[src/rtl/pe_pkg.sv]
// Shared definitions for the PE store sequencer: default widths and FSM states.
package pe_pkg;

  localparam int A_DEF = 7;
  localparam int W_DEF = 16;
  localparam int L_DEF = A_DEF + 1;

  typedef enum logic [2:0] {
    IDLE    = 3'd0,
    LOAD_K  = 3'd1,
    LOAD_N  = 3'd2,
    COMPUTE = 3'd3,
    DONE    = 3'd4
  } state_t;

endpackage

[src/rtl/pe_window_counter.sv]
// Base/tap counter pair for a 1-D strided sliding window. The tap walks
// 0..klen-1 inside a window; at the last tap the base advances by stride.
// pass_end flags the step after which no further full window fits.
module pe_window_counter #(
  parameter int A = 7,
  parameter int L = A + 1
) (
  input  logic         clk,
  input  logic         rst,
  input  logic         init,
  input  logic         step,
  input  logic [L-1:0] klen,
  input  logic [L-1:0] nlen,
  input  logic [L-1:0] stride,
  output logic [A-1:0] kaddr,
  output logic [A-1:0] naddr,
  output logic         first_tap,
  output logic         last_tap,
  output logic         pass_end
);

  localparam logic [L-1:0] ONE_L = {{(L-1){1'b0}}, 1'b1};

  logic [L-1:0] base_r;
  logic [L-1:0] tap_r;
  logic [L:0]   next_base_s;
  logic [L:0]   next_end_s;

  // Read addresses: neuron address is base+tap modulo the store depth.
  assign kaddr = tap_r[A-1:0];
  assign naddr = base_r[A-1:0] + tap_r[A-1:0];

  // Window position flags and the one-bit-wider end-of-pass compare.
  always_comb begin
    next_base_s = {1'b0, base_r} + {1'b0, stride};
    next_end_s  = next_base_s + {1'b0, klen};
    first_tap   = (tap_r == {L{1'b0}});
    last_tap    = (tap_r == (klen - ONE_L));
    if (last_tap) begin
      pass_end = (next_end_s > {1'b0, nlen});
    end else begin
      pass_end = 1'b0;
    end
  end

  // Counter state: cleared on init, advanced on step, frozen otherwise.
  always_ff @(posedge clk or posedge rst) begin
    if (rst) begin
      base_r <= {L{1'b0}};
      tap_r  <= {L{1'b0}};
    end else if (init) begin
      base_r <= {L{1'b0}};
      tap_r  <= {L{1'b0}};
    end else if (step) begin
      if (last_tap) begin
        tap_r  <= {L{1'b0}};
        base_r <= next_base_s[L-1:0];
      end else begin
        tap_r  <= tap_r + ONE_L;
      end
    end
  end

endmodule

[src/rtl/pe_store_sequencer.sv]
// Per-PE sequencer: loads kernel then neuron words into the local stores,
// then sweeps read addresses for a strided 1-D convolution. All outputs
// are registered; each is computed one cycle ahead in a *_s signal.
module pe_store_sequencer
  import pe_pkg::*;
#(
  parameter int A = A_DEF,
  parameter int W = W_DEF,
  parameter int L = A + 1
) (
  input  logic         CLK,
  input  logic         RST,
  input  logic         start,
  input  logic [L-1:0] cfg_klen,
  input  logic [L-1:0] cfg_nlen,
  input  logic [L-1:0] cfg_stride,
  input  logic         in_valid,
  output logic         in_ready,
  input  logic [W-1:0] in_data,
  input  logic         hold,
  output logic [A-1:0] kernelAddress,
  output logic [A-1:0] neuronAddress,
  output logic         kernelWrite,
  output logic         neuronWrite,
  output logic [W-1:0] writeData,
  output logic         mac_en,
  output logic         acc_clear,
  output logic         win_done,
  output logic         busy,
  output logic         done,
  output logic         cfg_err
);

  localparam logic [L-1:0] ONE_L = {{(L-1){1'b0}}, 1'b1};

  state_t       state_r, state_s;
  logic [L-1:0] klen_r, klen_s;
  logic [L-1:0] nlen_r, nlen_s;
  logic [L-1:0] stride_r, stride_s;
  logic [L-1:0] cnt_r, cnt_s;

  logic         accept_s;
  logic         wc_init_s, wc_step_s;
  logic [A-1:0] wc_kaddr_s, wc_naddr_s;
  logic         wc_first_s, wc_last_s, wc_end_s;

  logic         in_ready_s, kwr_s, nwr_s, mac_s, clr_s, wd_s;
  logic         busy_s, done_s, err_s;
  logic [A-1:0] kaddr_s, naddr_s;
  logic [W-1:0] wdata_s;

  pe_window_counter #(.A(A), .L(L)) u_win (
    .clk       (CLK),
    .rst       (RST),
    .init      (wc_init_s),
    .step      (wc_step_s),
    .klen      (klen_r),
    .nlen      (nlen_r),
    .stride    (stride_r),
    .kaddr     (wc_kaddr_s),
    .naddr     (wc_naddr_s),
    .first_tap (wc_first_s),
    .last_tap  (wc_last_s),
    .pass_end  (wc_end_s)
  );

  // Next state, latched config and next values of every registered output.
  always_comb begin
    state_s   = state_r;
    klen_s    = klen_r;
    nlen_s    = nlen_r;
    stride_s  = stride_r;
    cnt_s     = cnt_r;
    wc_init_s = 1'b0;
    wc_step_s = 1'b0;
    kaddr_s   = kernelAddress;
    naddr_s   = neuronAddress;
    wdata_s   = writeData;
    kwr_s     = 1'b0;
    nwr_s     = 1'b0;
    mac_s     = 1'b0;
    clr_s     = 1'b0;
    wd_s      = 1'b0;
    err_s     = 1'b0;
    accept_s  = in_valid && in_ready;

    case (state_r)
      IDLE: begin
        if (start) begin
          klen_s   = cfg_klen;
          nlen_s   = cfg_nlen;
          stride_s = cfg_stride;
          if ((cfg_klen == {L{1'b0}}) || (cfg_stride == {L{1'b0}}) ||
              (cfg_klen > cfg_nlen)) begin
            err_s = 1'b1;
          end else begin
            state_s = LOAD_K;
            cnt_s   = {L{1'b0}};
          end
        end else begin
          state_s = IDLE;
        end
      end
      LOAD_K: begin
        if (accept_s) begin
          kwr_s   = 1'b1;
          kaddr_s = cnt_r[A-1:0];
          wdata_s = in_data;
          if (cnt_r == (klen_r - ONE_L)) begin
            cnt_s   = {L{1'b0}};
            state_s = LOAD_N;
          end else begin
            cnt_s = cnt_r + ONE_L;
          end
        end else begin
          cnt_s = cnt_r;
        end
      end
      LOAD_N: begin
        if (accept_s) begin
          nwr_s   = 1'b1;
          naddr_s = cnt_r[A-1:0];
          wdata_s = in_data;
          if (cnt_r == (nlen_r - ONE_L)) begin
            cnt_s     = {L{1'b0}};
            wc_init_s = 1'b1;
            state_s   = COMPUTE;
          end else begin
            cnt_s = cnt_r + ONE_L;
          end
        end else begin
          cnt_s = cnt_r;
        end
      end
      COMPUTE: begin
        if (!hold) begin
          mac_s     = 1'b1;
          kaddr_s   = wc_kaddr_s;
          naddr_s   = wc_naddr_s;
          clr_s     = wc_first_s;
          wd_s      = wc_last_s;
          wc_step_s = 1'b1;
          if (wc_end_s) begin
            state_s = DONE;
          end else begin
            state_s = COMPUTE;
          end
        end else begin
          state_s = COMPUTE;
        end
      end
      DONE: begin
        state_s = IDLE;
      end
      default: begin
        state_s = IDLE;
      end
    endcase

    in_ready_s = (state_s == LOAD_K) || (state_s == LOAD_N);
    busy_s     = (state_s != IDLE);
    done_s     = (state_s == DONE);
  end

  // State, configuration and output registers.
  always_ff @(posedge CLK or posedge RST) begin
    if (RST) begin
      state_r       <= IDLE;
      klen_r        <= {L{1'b0}};
      nlen_r        <= {L{1'b0}};
      stride_r      <= {L{1'b0}};
      cnt_r         <= {L{1'b0}};
      in_ready      <= 1'b0;
      kernelAddress <= {A{1'b0}};
      neuronAddress <= {A{1'b0}};
      kernelWrite   <= 1'b0;
      neuronWrite   <= 1'b0;
      writeData     <= {W{1'b0}};
      mac_en        <= 1'b0;
      acc_clear     <= 1'b0;
      win_done      <= 1'b0;
      busy          <= 1'b0;
      done          <= 1'b0;
      cfg_err       <= 1'b0;
    end else begin
      state_r       <= state_s;
      klen_r        <= klen_s;
      nlen_r        <= nlen_s;
      stride_r      <= stride_s;
      cnt_r         <= cnt_s;
      in_ready      <= in_ready_s;
      kernelAddress <= kaddr_s;
      neuronAddress <= naddr_s;
      kernelWrite   <= kwr_s;
      neuronWrite   <= nwr_s;
      writeData     <= wdata_s;
      mac_en        <= mac_s;
      acc_clear     <= clr_s;
      win_done      <= wd_s;
      busy          <= busy_s;
      done          <= done_s;
      cfg_err       <= err_s;
    end
  end

endmodule

[config.mk]
export PLATFORM = sky130hd
export DESIGN_NAME = pe_store_sequencer
export DESIGN_NICKNAME = d
export VERILOG_FILES = /design/src/rtl/pe_pkg.sv /design/src/rtl/pe_window_counter.sv /design/src/rtl/pe_store_sequencer.sv
export SDC_FILE = /design/constraint.sdc
export NUM_CORES = 1
export LEC_CHECK = 0
export CAP_MARGIN = 20
export CORE_ASPECT_RATIO = 0.5
export CORE_MARGIN = 3
export CORE_UTILIZATION = 27
export DETAILED_ROUTE_END_ITERATION = 8
export MAX_ROUTING_LAYER = met4
export PLACE_DENSITY_LB_ADDON = 0.12
export SLEW_MARGIN = 20
export SYNTH_ARGS = -nofsm -noshare
export SYNTH_HDL_FRONTEND = slang
export SYNTH_SLANG_ARGS = --single-unit
[constraint.sdc]
create_clock -name CLK -period 4.1 [get_ports CLK]
set_input_delay 0.82 -clock CLK [delete_from_list [all_inputs] [get_ports CLK]]
set_output_delay 0.82 -clock CLK [all_outputs]
set_load 0.02 [all_outputs]
Word-level counts from Yosys, hierarchy flattened

Index checks and enable logic that the tools add are counted.

Bitwise gates (word level): 0
Div/mod/pow operators: 0
Eq/ne operators: 14
Order comparisons: 2
Mux-type cells: 43
Shift operators: 0
Add/subtract/negate cells: 7
Reduce and logical (&&, ||, !) cells: 21
Multipliers: 0

Operator list:

| cell                                                 | count |
|---|---|
| 2-to-1 mux 8 bit                                     | 12 |
| case mux 7 bit (2 select lines)                      | 2 |
| equality test 8 bit                                  | 3 |
| zero test 8 bit                                      | 3 |
| 2-to-1 mux 3 bit                                     | 8 |
| case mux 8 bit (3 select lines)                      | 1 |
| 2-to-1 mux 7 bit                                     | 3 |
| adder 8 x 1 -> 8 bit (second input constant)         | 2 |
| 2-to-1 mux 1 bit                                     | 16 |
| subtractor 8 x 1 -> 8 bit (second input constant)    | 2 |
| case mux 3 bit (4 select lines)                      | 1 |
| inequality test 2 bit (second input constant)        | 5 |
| adder 8 x 8 -> 9 bit                                 | 1 |
| adder 9 x 8 -> 9 bit                                 | 1 |
| equality test 3 x 2 -> 1 bit (second input constant) | 3 |
| greater-than comparator 9 x 8 -> 1 bit               | 1 |
| greater-than comparator 8 bit                        | 1 |
| nonzero test 2 bit                                   | 4 |
| adder 7 bit                                          | 1 |
| equality test 3 x 1 -> 1 bit (second input constant) | 2 |
| AND reduction 2 bit                                  | 3 |
| AND reduction 3 bit                                  | 2 |
| nonzero test 3 bit                                   | 2 |
| AND reduction 5 bit                                  | 1 |
| 5 further kinds                                      | 7 |

Output and inout port bits: 39
Memory bits (writable): 0
ROM bits: 0
Memories kept: 0
Logic and storage cells: 106
Input port bits: 45
Bits in latches: 0
Register bits: 90

Depth between registers and ports, before layout

Word-level depth: 9
Gate-level depth with buffers: 18
Gate-level depth less buffers: 18

By module

Synthesis repeated with hierarchy kept, for this count alone.

Cells, all modules: 610
Area, all modules: 5947.0 µm²

Modules (own cells, without submodules):

| module             | sequential area each (µm²) | area an instance (µm²) | times used | cells an instance |
|---|---|---|---|---|
| pe_store_sequencer | 1851.8                     | 3814.9                 | 1          | 359 |
| pe_window_counter  | 400.4                      | 2132.0                 | 1          | 251 |

Least setup slack after synthesis

OpenSTA, ideal clock, no wires.

Path kind: register to register
From: register u_win.base_r[0]
To: register done
Required time: 3.980 ns
Cell stages (with the launch flop): 18
Period minus slack after synthesis: 3.657 ns
Path buffers: 0
Library setup time: 0.120 ns
Arrival time: 3.537 ns
Setup slack: 0.443 ns
Cell sequence: dfrtp_1 -> ha_1 -> fa_1 -> a21oi_1 -> o21bai_1 -> xor2_1 -> ha_1 -> o211ai_1 -> a21oi_1 -> a211oi_1 -> xnor2_1 -> ha_1 -> nand4_1 -> or3_1 -> o21a_1 -> a32oi_1 -> nand2_1 -> and3_1

Cells in the longest elaborated chain, start to end: 8

RTL lines:

| what                                   | RTL line                  | RTL |
|---|---|---|
| start: declaration                     | pe_window_counter.sv:24   | `logic [L-1:0] base_r;` |
| start signal: assignment               | pe_window_counter.sv:49   | `base_r <= {L{1'b0}};` |
| start signal: assignment               | pe_window_counter.sv:52   | `base_r <= {L{1'b0}};` |
| start signal: assignment               | pe_window_counter.sv:57   | `base_r <= next_base_s[L-1:0];` |
| adder 8 x 8 -> 9 bit                   | pe_window_counter.sv:35   | `next_base_s = {1'b0, base_r} + {1'b0, stride};` |
| adder 9 x 8 -> 9 bit                   | pe_window_counter.sv:36   | `next_end_s = next_base_s + {1'b0, klen};` |
| greater-than comparator 9 x 8 -> 1 bit | pe_window_counter.sv:40   | `pass_end = (next_end_s > {1'b0, nlen});` |
| 2-to-1 mux 1 bit                       | pe_window_counter.sv:39   | `if (last_tap) begin` |
| 2-to-1 mux 3 bit                       | pe_store_sequencer.sv:143 | `if (wc_end_s) begin` |
| 2-to-1 mux 3 bit                       | pe_store_sequencer.sv:136 | `if (!hold) begin` |
| case mux 3 bit (4 select lines)        | pe_store_sequencer.sv:87  | `case (state_r)` |
| equality test 3 bit                    | pe_store_sequencer.sv:162 | `done_s = (state_s == DONE);` |
| via done_s                             | pe_store_sequencer.sv:48  | `logic busy_s, done_s, err_s;` |
| end signal: assignment                 | pe_store_sequencer.sv:201 | `done <= done_s;` |
| end: declaration                       | pe_store_sequencer.sv:30  | `output logic done,` |

The timed path passes the listed nets, and every way through them passes these cells.
A chain may end at the register's enable or synchronous reset.

Worst setup path in the final report

Ends and elaborated chain as after synthesis.

==> metrics.txt <==
run status=finished, final reports clean; endpoint class of the critical path=flop; summed instance area of the synthesized netlist=roughly 6000 µm²; Final Instance Count excl. Fillers=about 990; Die Ht=between 100 and 150 µm; main flop type after synthesis=sky130_fd_sc_hd__dfrtp_1; first-pass GRT wire length=roughly 27000 µm; number of pins with negative max-slew slack in the final report=0; synthesized netlist cell count=a little over 600; x dimension of the die=approximately 220 µm; syn_nets=709; Final setup viols=0; number of DRC violations after detailed-routing iteration 0=roughly 260; post-route cell area=roughly 7500 µm²; number of max-capacitance violations reported=0; fill count=2151; fraction of the yosys area taken by sequential cells=0.3792; GRT Util Overall=0.1519; final worst-path cycle share=0.9561; sequence of cells on the critical path=ha_2, fa_2, a21oi_2, o21bai_1, xor2_1, ha_1, buf_4, a21oi_1, o21ai_0, xor2_1, ha_1, nand2_1, or3_1, o21a_1, a32oi_2, nand2_1, and3_1; via count of the first global-routing pass=4723; maximum vdd ir drop=approximately 0.00031 V; number of buffer and inverter instances along the worst setup path=1; type of origin of the critical path=flop; clk_lat worst skew=360 ps; slew of the pin with the lowest slew margin=between 600 and 700 ps; endpoint arrival time on the critical path=4170 ps; number of failing hold endpoints at the final stage=0; number of distinct standard cells referenced by the synthesized netlist=67; area added between synthesis and finish=26.40%; io pins=84; largest net degree at the start of global routing=about 50; LEAKAGE=roughly 0.0033 µW; area enclosed by the die boundary=23920 µm²; data required time of the critical path=~4400 ps; power density of the placed cells=794.2 nW/µm²; Vias/cell=about 4.7; antenna cells=0; number of cells in the design after placement=between 900 and 1000; Net count, final=slightly below 800; number of synthesized flops with an enable pin=0; clock tree from TritonCTS=built; clock tree sinks=90; asr flop ratio synth=1.000; Floorplan Core Area=21060 µm²; syn avg cell area=between 9 and 10 µm²; post-synthesis sequential element count=90; Clock transition at path regs=roughly 80 ps; DPL Wire Length=approximately 13000 µm; maximum frequency from static timing analysis=255.1 MHz; average routed wire per standard cell=17.26 µm; slowest cell delay on critical path=410 ps; Setup Skew=10.85 ps; Warnings, synthesis=0; maximum level of the CTS H-tree=3; FP Rows=37; number of antenna violations at the first check in global routing=0; final estimated routing congestion in global placement=approximately 0.84; total wire length after detailed routing=roughly 17000 µm; layout cell share with drive strength beyond 1=0.1368; initial core utilization=0.2820; cts bufs inserted=9; total placed instance area=7149 µm²; drt drc=0; cell at the slowest stage of the critical path=sky130_fd_sc_hd__dfrtp_1; CP delay by family, top=adder cells; largest fanout on the critical path=3; router iterations before antenna repair=6; overall via count from detail_route=between 4000 and 5000; buffer type at the clock tree root=sky130_fd_sc_hd__clkbuf_16; antenna-violating nets left=0; headroom to the max-slew limit=0.5969; number of port buffers=83; time the worst path needs with I/O delays and setup=slightly below 4000 ps; path class of the lowest-slack min-delay path=flop to flop; gr ovfl total=0; number of buffers between clock root and the deepest sink=2; critical path class=flop to flop; setup_tns=0 ps
-- logic make-up after synthesis --
group / count (synthesis) / share of synthesized area
DFF: 90 / 0.3792
xor gates and xnor gates: 42 / 0.07816
muxes: 33 / 0.06193
adders and majority gates: 47 / 0.1028
buffers and inverters: 75 / 0.05035
and+or+nand+nor: 193 / 0.1721
AOI/OAI and AO/OA: 137 / 0.1555
-- state kept, by name, indices dropped and copies added, names as in the netlist --
name,count
writeData,16
cnt_r,8
klen_r,8
nlen_r,8
stride_r,8
u_win.base_r,8
u_win.tap_r,8
kernelAddress,7
neuronAddress,7
state_r,3
acc_clear,1
busy,1
cfg_err,1
done,1
in_ready,1
kernelWrite,1
mac_en,1
neuronWrite,1
win_done,1
-- synth_stat cells (4+ instances only) --
cell,number,area (µm²)
sky130_fd_sc_hd__o21ai_0,31,155.2
sky130_fd_sc_hd__clkbuf_1,19,71.32
sky130_fd_sc_hd__nor2_1,35,131.4
sky130_fd_sc_hd__xor2_1,15,131.4
sky130_fd_sc_hd__a21o_1,10,75.07
sky130_fd_sc_hd__nor3b_1,4,30.03
sky130_fd_sc_hd__and2_1,7,43.79
sky130_fd_sc_hd__ha_1,44,550.5
sky130_fd_sc_hd__xnor2_1,20,175.2
sky130_fd_sc_hd__o21a_1,5,37.54
sky130_fd_sc_hd__nand2b_1,9,56.30
sky130_fd_sc_hd__or2_2,6,37.54
sky130_fd_sc_hd__nor4_1,5,31.28
sky130_fd_sc_hd__mux2_2,30,337.8
sky130_fd_sc_hd__nand2_1,56,210.2
sky130_fd_sc_hd__o21bai_1,4,30.03
sky130_fd_sc_hd__nor3_1,9,45.04
sky130_fd_sc_hd__buf_2,11,55.05
sky130_fd_sc_hd__a21oi_1,42,210.2
sky130_fd_sc_hd__and3_1,12,75.07
sky130_fd_sc_hd__a31oi_1,8,50.05
sky130_fd_sc_hd__o211ai_1,4,30.03
sky130_fd_sc_hd__nor2b_1,5,31.28
sky130_fd_sc_hd__inv_1,43,161.4
sky130_fd_sc_hd__xnor3_1,7,157.7
sky130_fd_sc_hd__nand3_1,24,120.1
sky130_fd_sc_hd__nand4_1,5,31.28
sky130_fd_sc_hd__dfrtp_1,90,2252
-- layout by cell type (no fill, tap or decap), types with 14 or more instances in the layout --
cell,netlist,layout
sky130_fd_sc_hd__dfrtp_1,90,90
sky130_fd_sc_hd__clkdlybuf4s50_1,0,83
sky130_fd_sc_hd__nand2_1,56,56
sky130_fd_sc_hd__ha_1,44,43
sky130_fd_sc_hd__inv_1,43,42
sky130_fd_sc_hd__a21oi_1,42,40
sky130_fd_sc_hd__nor2_1,35,34
sky130_fd_sc_hd__mux2_2,30,30
sky130_fd_sc_hd__o21ai_0,31,29
sky130_fd_sc_hd__nand3_1,24,24
sky130_fd_sc_hd__xnor2_1,20,19
sky130_fd_sc_hd__buf_4,1,17
sky130_fd_sc_hd__xor2_1,15,14
-- stage by stage --
stage	setup WS (ps)	total power [µW]	hold slack, ps	util
after global routing	-27.55	6492	535.7	0.3564
final	180.1	5963	499.3	0.3564
after CTS	19.28	5925	509.2	0.3539
after global placement	64.57	4983	480.7	0.3394
after floorplan	443.1	3928	487.5	-
after detailed placement	-49.50	4995	492.7	0.3394
-- final timing paths --
| path | from | to | slack, ps | depth (start not counted) |
|---|---|---|---|---|
| worst max-delay path | u_win.base_r[0] | done | 180 | 17 |
| worst min-delay path | neuronAddress[1] | neuronAddress[1] | 500 | 1 |
| worst max register to register | u_win.base_r[0] | done | 180 | 17 |
| worst min register to register | neuronAddress[1] | neuronAddress[1] | 500 | 1 |
| max in group asynchronous | RST | neuronAddress[6] | 2530 | 3 |
| min in group asynchronous | RST | cfg_err | 880 | 2 |
-- power by group --
part,total [µW],switching (µW),internal (µW)
Clock,870,394,477
Sequential,1670,444,1230
Combinational,3420,1760,1660
Total,5960,2600,3360
-- routing by layer --
metal / global-route usage / share of wire
met3: 0.03094 / 0.050
met1: 0.2272 / 0.53
met2: 0.2105 / 0.41
met4: 0.02946 / 0.0097
met5: - / 0
-- final cells by class --
cell class	instances	area, µm²	area share
clock buffers	9	225.2	0.03000
clock inverters	7	75.07	0.01000
inverters	43	163.9	0.02183
well taps	292	365.4	0.04867
multi-input cells	452	3447	0.4592
flip-flops and latches	90	2252	0.3000
repair buffers	101	978.4	0.1303
-- worst reg2reg max path, delay by kind of cell (launching register included) --
kind	cells	cell delay, ps
fa+ha+maj	4	1240
compound gates	6	930
simple gates	4	690
flops	1	410
xor+xnor	2	400
buf+inv	1	150
-- timing repair --
action,in CTS,in global routing
gates resized for setup,1,10
buffers inserted,0,2
endpoints found under the setup margin,3,4
hold endpoints to repair,0,0
pin swaps,0,8
hold buffers,0,0
Note: power is estimated with default switching activity, not from simulation.
==> RTL change: new RTL, config.mk and constraints unchanged <==
The package constant `W_DEF` goes from 16 to 12.
--- a/src/rtl/pe_pkg.sv
+++ b/src/rtl/pe_pkg.sv
@@ -2,7 +2,7 @@
 package pe_pkg;
 
   localparam int A_DEF = 7;
-  localparam int W_DEF = 16;
+  localparam int W_DEF = 12;
   localparam int L_DEF = A_DEF + 1;
 
   typedef enum logic [2:0] {
Ports: changed (resized in_data and writeData); port bits go from 84 to 76. No check against the original RTL was run, so the function may have changed too.
==> RTL change against the unedited design <==
Area after synthesis is 6.8% lower. Critical path type unchanged. Combinational power is 18% higher. Core utilization rose by 0.52 points. Fmax decreased by 1.4%. Largest power group unchanged. Routed wire length fell by 4.9%. Final area shrank 4.8%. Sequential share of layout area up 0.10 points. Setup slack got worse by 0.056 ns. Total power increased by 9.0%. Count of clock-buffer cells in the layout did not move. Critical path depth grew 2. Sequential cell count down 4.
==> RTL change: results <==
sta:
  tightest_slew_ns: 0.830
  holdWs_ns: 0.495
cells_and_area:
  nets: 749
  largest_register_ffs: 12
  fillers: 2002
routing:
  drt_iter0_drc: 266
  vias: 4494
  wirelength_met1_mm: 9.06
  first_pass_iters: 4
  wirelength_mm: 16.3
  routed-wl-met3_um: 829
grt:
  grt_pass1_vias: 4448
  grt.met3_usage_pct: 3.19
  grt_use_met2_pct: 20.4
  track_usage_pct: 15.3
  grt_pass1_wl_mm: 25.5
  use_met1_pct: 23.6
pwr:
  p_sw_share_pct: 43.0
  power_leakage_nw: 3.12
  powerSeq_mw: 1.56
synth:
  synth_area_per_cell_um2: 9.61
  ys_top_cells_by_count: "dfrtp_1 (86), nand2_1 (55), ha_1 (44), a21oi_1 (41), o21ai_0 (37)"
  syn_nets: 664
  yosysSeqAreaShare_pct: 38.9
worst_hold_path:
  hold_depth: 2
  whs_endpoint: "neuronAddress[4]"
  hp-start: "neuronAddress[4]"
worst_setup_path:
  cp.arrival_ns: 4.20
  endpoint: "state_r[0]"
  r2r_start: "u_win.base_r[1]"
  worstRegToRegCells: 19
  r2r_slack_ns: 0.12
outcome:
  status: "completed"
place:
  place_inst: 912
  io_buffer_count: 75
  dp_hpwl_mm: 12.4
RTL change: critical path, cell delays in order (launching register included):
cell	delay [ns]
dfrtp_1	0.39
ha_1	0.29
a21o_1	0.19
a21oi_2	0.15
nand2b_4	0.16
nand2b_4	0.06
a21oi_4	0.13
xnor2_2	0.15
ha_1	0.28
a21o_1	0.20
o21ba_4	0.22
xnor2_2	0.06
ha_1	0.31
o21a_1	0.12
o21ai_1	0.06
a31oi_1	0.14
o22a_1	0.18
nor2_4	0.06
o31a_1	0.28
or4_1	0.39
RTL change: per-stage QoR:
step | worst slack (ns) | setup TNS (ns) | cell area, um^2
after floorplan | 0.231 | 0 | 5530
after global placement | 0.0308 | 0 | 6680
after detailed placement | -0.0144 | -0.0144 | 6680
after CTS | 0.00549 | 0 | 7040
after global routing | -0.0452 | -0.0452 | 7150
final | 0.125 | 0 | 7150
RTL change: cell families after synthesis:
group | after synthesis | share of synthesized area, %
flip-flops | 86 | 38.9
AO/OA/AOI/OAI | 134 | 15.4
multiplexers | 27 | 5.50
buffers and inverters | 56 | 3.89
adder cells (fa/ha/maj) | 47 | 11.0
XOR/XNOR | 49 | 8.57
AND/OR/NAND/NOR | 177 | 16.7
RTL change: what timing repair did:
item | 4_1_cts | 5_1_grt
hold buffers | 0 | 0
buffers inserted | 3 | 1
gates resized for setup | 3 | 20
setup endpoints to repair | 1 | 2
pin swaps | 3 | 20
RTL change: final cells by class:
| class | count | area share (%) |
|---|---|---|
| clock buffer | 9 | 3.15 |
| inverter | 35 | 1.86 |
| clock inverter | 7 | 1.37 |
| timing repair buffer | 95 | 12.8 |
| tap | 266 | 4.66 |
| sequential | 86 | 30.1 |
| multi-input combinational | 434 | 46.1 |
